`src/rtl/regbag_if.sv`:
```
// rtl/regbag_if.sv - MEM/WB write port and ID-stage read ports of the integer register file
interface regbag_if #(
  parameter int DATA_W = 32,
  parameter int ADDR_W = 5
);
  logic              regbag_w_en;
  logic [ADDR_W-1:0] regbag_w_addr;
  logic [DATA_W-1:0] regbag_w_data;
  logic              s_flag_i;
  logic [ADDR_W-1:0] r_addr1;
  logic [ADDR_W-1:0] r_addr2;
  logic [DATA_W-1:0] r_data1;
  logic [DATA_W-1:0] r_data2;

  modport master (
    output regbag_w_en, regbag_w_addr, regbag_w_data, s_flag_i, r_addr1, r_addr2,
    input  r_data1, r_data2
  );

  modport slave (
    input  regbag_w_en, regbag_w_addr, regbag_w_data, s_flag_i, r_addr1, r_addr2,
    output r_data1, r_data2
  );
endinterface

```
`src/rtl/regbag_rf.sv`:
```
// rtl/regbag_rf.sv - RISC-V integer register file with post-reset clear engine, x0 hardwired to zero
// Optional REGBAG_BYPASS_EN: write-first forwarding of a committing write onto matching read ports.
module regbag_rf #(
  parameter int DATA_W   = 32,
  parameter int ADDR_W   = 5,
  parameter int NUM_REGS = 32
) (
  input  logic        clk,
  input  logic        rst_n,
  regbag_if.slave     bus,
  output logic        init_done,
  output logic [15:0] wr_cnt
);

  localparam logic [ADDR_W-1:0] LAST_IDX = ADDR_W'(NUM_REGS - 1);

  typedef enum logic {INIT, RUN} state_t;

  state_t            state, state_n;
  logic [ADDR_W-1:0] clr_idx, clr_idx_n;
  logic              commit;
  logic              mem_we;
  logic [ADDR_W-1:0] mem_waddr;
  logic [DATA_W-1:0] mem_wdata;
  logic [DATA_W-1:0] mem [NUM_REGS];

  always_ff @(posedge clk) begin
    if (!rst_n) begin
      state   <= INIT;
      clr_idx <= '0;
      wr_cnt  <= '0;
    end else begin
      state   <= state_n;
      clr_idx <= clr_idx_n;
      if (commit) wr_cnt <= wr_cnt + 16'd1;
    end
  end

  always_comb begin
    state_n   = state;
    clr_idx_n = clr_idx;
    mem_we    = 1'b0;
    mem_waddr = bus.regbag_w_addr;
    mem_wdata = bus.regbag_w_data;
    commit    = (state == RUN) && bus.regbag_w_en && !bus.s_flag_i &&
                (bus.regbag_w_addr != '0);
    case (state)
      INIT: begin
        // The clear engine owns the single write port; offered writes are dropped.
        mem_we    = 1'b1;
        mem_waddr = clr_idx;
        mem_wdata = '0;
        clr_idx_n = clr_idx + ADDR_W'(1);
        if (clr_idx == LAST_IDX) state_n = RUN;
      end
      RUN: begin
        mem_we = commit;
      end
      default: state_n = INIT;
    endcase
  end

  // Storage has no reset; it is zeroed by the clear engine once rst_n releases.
  always_ff @(posedge clk) begin
    if (rst_n && mem_we) mem[mem_waddr] <= mem_wdata;
  end

  assign init_done = (state == RUN);

  always_comb begin
    bus.r_data1 = mem[bus.r_addr1];
`ifdef REGBAG_BYPASS_EN
    if (commit && (bus.r_addr1 == bus.regbag_w_addr)) bus.r_data1 = bus.regbag_w_data;
`endif
    if ((state != RUN) || (bus.r_addr1 == '0)) bus.r_data1 = '0;
  end

  always_comb begin
    bus.r_data2 = mem[bus.r_addr2];
`ifdef REGBAG_BYPASS_EN
    if (commit && (bus.r_addr2 == bus.regbag_w_addr)) bus.r_data2 = bus.regbag_w_data;
`endif
    if ((state != RUN) || (bus.r_addr2 == '0)) bus.r_data2 = '0;
  end

endmodule
```
`src/flat_wrapper.sv`:
```
// flat-port wrapper written by rule: the top's interface ports become plain ports
module regbag_rf_flat 
#(
  parameter int DATA_W   = 32,
  parameter int ADDR_W   = 5,
  parameter int NUM_REGS = 32
)
  (clk, rst_n, init_done, wr_cnt, bus_regbag_w_en, bus_regbag_w_addr, bus_regbag_w_data, bus_s_flag_i, bus_r_addr1, bus_r_addr2, bus_r_data1, bus_r_data2);
  regbag_if #(.DATA_W(DATA_W), .ADDR_W(ADDR_W)) bus_i ();
  input  logic clk;
  input  logic rst_n;
  output logic init_done;
  output logic [15:0] wr_cnt;
  input wire logic [$bits(bus_i.regbag_w_en)-1:0] bus_regbag_w_en;
  input wire logic [$bits(bus_i.regbag_w_addr)-1:0] bus_regbag_w_addr;
  input wire logic [$bits(bus_i.regbag_w_data)-1:0] bus_regbag_w_data;
  input wire logic [$bits(bus_i.s_flag_i)-1:0] bus_s_flag_i;
  input wire logic [$bits(bus_i.r_addr1)-1:0] bus_r_addr1;
  input wire logic [$bits(bus_i.r_addr2)-1:0] bus_r_addr2;
  output wire logic [$bits(bus_i.r_data1)-1:0] bus_r_data1;
  output wire logic [$bits(bus_i.r_data2)-1:0] bus_r_data2;
  assign bus_i.regbag_w_en = bus_regbag_w_en;
  assign bus_i.regbag_w_addr = bus_regbag_w_addr;
  assign bus_i.regbag_w_data = bus_regbag_w_data;
  assign bus_i.s_flag_i = bus_s_flag_i;
  assign bus_i.r_addr1 = bus_r_addr1;
  assign bus_i.r_addr2 = bus_r_addr2;
  assign bus_r_data1 = bus_i.r_data1;
  assign bus_r_data2 = bus_i.r_data2;
  regbag_rf #(.DATA_W(DATA_W), .ADDR_W(ADDR_W), .NUM_REGS(NUM_REGS)) u_core (.clk(clk), .rst_n(rst_n), .bus(bus_i), .init_done(init_done), .wr_cnt(wr_cnt));
endmodule
```
`config.mk`:
```
export PLATFORM = sky130hd
export DESIGN_NAME = regbag_rf_flat
export DESIGN_NICKNAME = d
export VERILOG_FILES = /design/src/rtl/regbag_if.sv /design/src/rtl/regbag_rf.sv /design/src/flat_wrapper.sv
export SDC_FILE = /design/constraint.sdc
export NUM_CORES = 1
export LEC_CHECK = 0
export ABC_AREA = 0
export ABC_CLOCK_PERIOD_IN_PS = 10700
export CAP_MARGIN = 40
export CORE_AREA = 2 2 334 336
export DETAILED_ROUTE_END_ITERATION = 10
export DIE_AREA = 0 0 336 338
export PLACE_DENSITY = 0.59
export SYNTH_ARGS = -nofsm -noshare
export SYNTH_HDL_FRONTEND = slang
export SYNTH_SLANG_ARGS = --single-unit
```
`constraint.sdc`:
```
create_clock -name clk -period 10.7 [get_ports clk]
set_input_delay 2.675 -clock clk [delete_from_list [all_inputs] [get_ports clk]]
set_output_delay 2.675 -clock clk [all_outputs]
set_load 0.02 [all_outputs]
```
---- Word-level counts from Yosys, hierarchy flattened ----
Memory sizes are Yosys's and may differ from the RTL's.
Index checks and enable logic that the tools add are counted.
storage, ports and cells
  flip-flop bits (word level) ............. 22
  latch bits .............................. 0
  bits in writable memories ............... 1024
  memory bits (read-only) ................. 0
  output and inout bits ................... 81
  word-level logic and storage cells ...... 27
  memories ................................ 1
memories
  name        words  width  rd ports  clocked after Yosys merged registers in  write ports  line             source
  u_core.mem  32     32     2         0                                        1            regbag_rf.sv:25  logic [DATA_W-1:0] mem [NUM_REGS];
operators by class
  add/sub/neg operators ................... 2
  multiply operators ...................... 0
  div/mod/pow operators ................... 0
  $lt $le $gt $ge ......................... 0
  equal/unequal tests ..................... 1
  shift operators ......................... 0
  mux-type cells .......................... 9
  bitwise operators ....................... 1
  reduce and logical (&&, ||, !) cells .... 10
operators by type and width
  kind                                                              count
  32-bit 2-to-1 mux                                                 3
  16-bit by 1-bit adder with 16-bit output (second input constant)  1
  5-bit logical NOT                                                 2
  5-bit by 1-bit adder with 5-bit output (second input constant)    1
  5-bit equality test (second input constant)                       1
  5-bit 2-to-1 mux                                                  1
  5-bit nonzero test                                                1
  1-bit logical AND                                                 4
  1-bit 2-to-1 mux                                                  4
  1-bit logical OR                                                  2
  1-bit case mux with 2 select lines                                1
  1-bit logical NOT                                                 1
  1-bit inverter                                                    1

---- Longest topological paths before layout ----
  depth in word-level cells ............... 7
  mapped depth ............................ 8

---- Worst setup path after synthesis ----
No wires, ideal clock.
  path kind ............................... input -> output
  start ................................... in bus_r_addr2[1]
  end ..................................... out bus_r_data2[10]
  arrival ................................. 4.233 ns
  data required time ...................... 8.025 ns
  slack ................................... 3.792 ns
  stages .................................. 7
  buffers on the path ..................... 3
  path through ............................ buf_2 -> buf_6 -> clkbuf_1 -> mux4_2 -> a22o_1 -> a31oi_1 -> nand4_1
on the way
  cells in the longest elaborated chain, start to end .. 3
  elaborated cells between the ends (all ways) .. 4
RTL lines
  what                                                                        line                source
  start, declared                                                             flat_wrapper.sv:19  input wire logic [$bits(bus_i.r_addr2)-1:0] bus_r_addr2;
  parallel branches: the longest is 2 deep, another holds memory 32 x 32 bit  n/a
  32-bit 2-to-1 mux *                                                         regbag_rf.sv:83     if ((state != RUN) || (bus.r_addr2 == '0)) bus.r_data2 = '0;
  end, declared                                                               flat_wrapper.sv:21  output wire logic [$bits(bus_i.r_data2)-1:0] bus_r_data2;
Every way passes the cells marked *.

---- Worst setup path in the final report ----
  start ................................... in bus_r_addr2[1]
  end ..................................... out bus_r_data2[30]
The elaborated chain is that of the path after synthesis.

==> metrics.md <==
| Metric | Value |
|---|---|
| Post-route setup TNS | 0 ns |
| Synth Area per Inst | 16.3 um2 |
| XOR/XNOR share of the synthesized area | 0.0893% |
| Num Clock Sinks | about 1,000 |
| Full die area | 114,000 um2 |
| GRT Total Usage | about 29% |
| Min Tclk post-route | 8.73 ns |
| CP Class | in -> out |
| # IOs | 132 |
| CTS Buffer Depth | 3 |
| Area growth syn-to-layout | 15.8% |
| Final hold vios | 0 |
| Worst Path Required | between 8 and 9 ns |
| Peak VDD IR | 0.137 mV |
| Hold_buf cts | 0 |
| Num rows | between 100 and 150 |
| Pwr dens | 156 nW/um2 |
| Power share of the combinational group | 6.0% |
| Sequential power share | 50.6% |
| Post-synth EDFFs | 1,024 |
| PostCTS Resize Cnt | 0 |
| CTS H-tree depth | 3 |
| Top_reg_cell synth | edfxtp_1 |
| Grt ovf | 0 |
| Layout cells sized above 1 | 19.9% |
| Adder-cell area share of the yosys netlist | 0.0765% |
| Core Util, Final | around 52% |
| Slew Limit Fails | 0 |
| Status | finished clean |
| Synth Net Count | about 3,000 |
| 1st-pass router iterations | 6 |
| Critical-path top delay cell | buf_4 |
| Worst R2R Start | u_core.init_done |
| Critical path fanouts, max | 56 |
| Startpoint Class | primary input |
| Die Wd | 336 um |
| Sequential-to-total area share from yosys stat | between 60% and 70% |
| #FFs+latches synth | 1,046 |
| Postcts setup bufs | 0 |
| CTS tree | built |
| R2R depth | 6 |
| Worst-Margin Slew | 1.03 ns |
| Antenna violations before repair | 5 |
| Root Driver | clkbuf_16 |
| Final net count | 3,209 |
| Die height | 338 um |
| Setup violators final | 0 |
| Worst slew margin | between 30% and 40% |
| Routed vias | 31,700 |
| HPWL after DPL | around 100,000 um |
| Worst min path class | reg -> reg |
| Core area | about 110,000 um2 |
| First-pass GRT wire length | 234,000 um |
| Cell Area, Synth | 49,100 um2 |
| Clock Skew | 0.0432 ns |
| Async set-reset flop share out of synthesis | 0% |
| Placer Congestion | 0.862 |
| Simple-gate portion of the synthesized area | 5.16% |
| CP Capture Type | output port |
| Vias in the first global route | roughly 32,000 |
| Vias/cell | 6.69 |
| Routed WL per cell | 35.4 um |
| Clock share of power | between 40% and 50% |
| Max incr delay on CP | 0.79 ns |
| Pleak | 18.8 nW |
| Post-synthesis compound-gate area fraction | 6.14% |
| Worst-path clk slew | about 0.06 ns |
| Clk_lat worst skew | between 0.7 and 0.8 ns |
| RSZ-0062 raised after global routing | no |
| Arrival @ worst endpoint | 6.06 ns |
| Routed Antenna Nets | 0 |
| Largest net degree at the start of global routing | 101 |
| Final period util | 81.6% |
| Worst reg2reg setup slack | around 7 ns |
| Max Cap Viol | 0 |
| CP Cell Sequence | buf_8 -> buf_4 -> mux4_2 -> a22oi_1 -> nand4_1 -> clkdlybuf4s50_1 |
| Sw Share | 22.0% |
| Mux cell area share after synthesis | 22.4% |
| Psw | approximately 2 mW |
| RR Endpoint | u_core.mem[10][13] |
| Starting Density | 44.6% |
| Yosys cell types | 57 |
| PortBufs | roughly 130 |
| Internal | 6.90 mW |
| Largest family of logic cells by synthesized area | multiplexers |
| Synth Warn # | 0 |
| Starting DRC count in detailed routing | 4,462 |
| Crit path launch | bus_r_addr2[1] |
| Final WL | ~170,000 um |
| CTS buffer count | 108 |
| Mapped Cells | 3,016 |
| Crit path to | bus_r_data2[30] |
| DRC | 0 |
| Max Fclk | 0.115 GHz |
==> kinds of logic (layout without fill, tap and decap cells) <==
family,count (synthesis),count (layout)
AND/OR/NAND/NOR,499,499
XOR/XNOR,5,5
multiplexers,781,781
AO/OA/AOI/OAI,430,430
buffers and inverters,252,483
flip-flops,1046,1046
adder cells (fa/ha/maj),3,3
other,0,1
==> layer usage <==
metal  share of wire (%)  track usage [%]
met1                  40             40.7
met2                  45             44.9
met3                  11             6.63
met4                 4.1             11.8
met5               0.020                0
==> registers in the layout, summed over array words and instances, names as in the netlist <==
| register | flops |
|---|---|
| u_core.mem | 1024 |
| u_core.wr_cnt | 16 |
| u_core.clr_idx | 5 |
| u_core.init_done | 1 |
==> worst max-delay path, delay by kind of cell <==
family,cells,cell delay [ns]
multiplexers,1,0.41
buffers and inverters,3,1.89
AO/OA/AOI/OAI,1,0.68
AND/OR/NAND/NOR,1,0.32
==> stage by stage <==
step | instances | total power, mW | instance area (um2) | hold slack (ns) | setup WS (ns)
global placement | 4482 | 5.07 | 52200 | 0.460 | 2.02
detailed placement | 4532 | 5.08 | 53200 | 0.472 | 2.11
global route | 4735 | 9.05 | 56800 | 0.512 | 1.95
CTS | 4734 | 8.87 | 56800 | 0.483 | 2.10
finish | 4736 | 8.84 | 56800 | 0.480 | 1.97
floorplan | 3016 | 4.89 | 49100 | 0.518 | 3.79
==> cell usage after synthesis, types with 3 or more instances <==
| master | count | area, um2 |
|---|---|---|
| nor4bb_1 | 5 | 50.1 |
| buf_6 | 6 | 67.6 |
| clkbuf_1 | 96 | 360 |
| nand2b_1 | 4 | 25.0 |
| a22o_1 | 54 | 473 |
| nor2_1 | 53 | 199 |
| or4_1 | 4 | 30.0 |
| nand4_1 | 59 | 369 |
| and4b_1 | 3 | 30.0 |
| or4_2 | 5 | 43.8 |
| nand3b_1 | 3 | 22.5 |
| ha_1 | 3 | 37.5 |
| o31ai_1 | 9 | 67.6 |
| inv_1 | 6 | 22.5 |
| buf_1 | 11 | 41.3 |
| mux2i_1 | 527 | 5280 |
| a32o_1 | 9 | 90.1 |
| mux4_2 | 252 | 5680 |
| and2_1 | 36 | 225 |
| a22oi_1 | 172 | 1290 |
| edfxtp_1 | 1024 | 30700 |
| nor2b_1 | 10 | 62.6 |
| xor2_1 | 3 | 26.3 |
| nand3_1 | 178 | 891 |
| buf_2 | 94 | 470 |
| a21oi_1 | 106 | 531 |
| nand2_1 | 126 | 473 |
| dfxtp_1 | 22 | 440 |
| buf_4 | 36 | 270 |
| a31oi_1 | 63 | 394 |
==> cell type report <==
type                    instances  area, um2
repair buffers                275       3080
clock buffers                 131       2930
well taps                    1488       1860
fillers                      8774      53300
diodes                          1       2.50
clock inverters                71        678
flip-flops and latches       1046      31200
multi-input cells            1718      17000
inverters                       6       22.5
==> worst min path at each step <==
| stage | start | end | slack (ns) | cells after the start |
|---|---|---|---|---|
| floorplan | u_core.clr_idx[4] | u_core.clr_idx[4] | 0.52 | 2 |
| global placement | u_core.wr_cnt[15] | u_core.wr_cnt[15] | 0.46 | 2 |
| detailed placement | u_core.wr_cnt[15] | u_core.wr_cnt[15] | 0.47 | 2 |
| CTS | u_core.wr_cnt[15] | u_core.wr_cnt[15] | 0.48 | 2 |
| global route | u_core.wr_cnt[15] | u_core.wr_cnt[15] | 0.51 | 2 |
| finish | u_core.wr_cnt[15] | u_core.wr_cnt[15] | 0.48 | 2 |
==> power by group through the flow <==
| stage | logic, mW | registers (mW) | clock network (mW) |
|---|---|---|---|
| finish | 0.531 | 4.47 | 3.84 |
| global route | 0.548 | 4.47 | 4.03 |
| CTS | 0.526 | 4.47 | 3.87 |
| detailed placement | 0.525 | 4.56 | 0 |
| global placement | 0.513 | 4.55 | 0 |
| floorplan | 0.338 | 4.55 | 0 |
==> cells in the final DEF, fill, tap and decap left out, types with 4 or more instances in the layout <==
| cell | instances |
|---|---|
| inv_1 | 6 |
| nand3_1 | 176 |
| a22o_1 | 54 |
| buf_4 | 89 |
| clkbuf_1 | 12 |
| clkbuf_16 | 112 |
| nand2b_1 | 4 |
| nor2b_4 | 8 |
| buf_8 | 29 |
| buf_16 | 17 |
| clkbuf_8 | 6 |
| a21oi_1 | 106 |
| and2_2 | 4 |
| mux4_2 | 252 |
| o31ai_1 | 9 |
| or4_2 | 5 |
| nor2_4 | 38 |
| nor2_1 | 15 |
| a32o_1 | 9 |
| nand2_1 | 126 |
| a31oi_1 | 63 |
| buf_12 | 10 |
| dfxtp_1 | 21 |
| nand4_1 | 59 |
| bufinv_16 | 12 |
| a22oi_1 | 172 |
| edfxtp_1 | 1024 |
| clkinv_1 | 27 |
| or4_1 | 4 |
| clkdlybuf4s50_1 | 125 |
| mux2i_1 | 527 |
| clkinv_2 | 22 |
| and2_1 | 32 |
No activity file was read; power rests on OpenSTA's default activity.
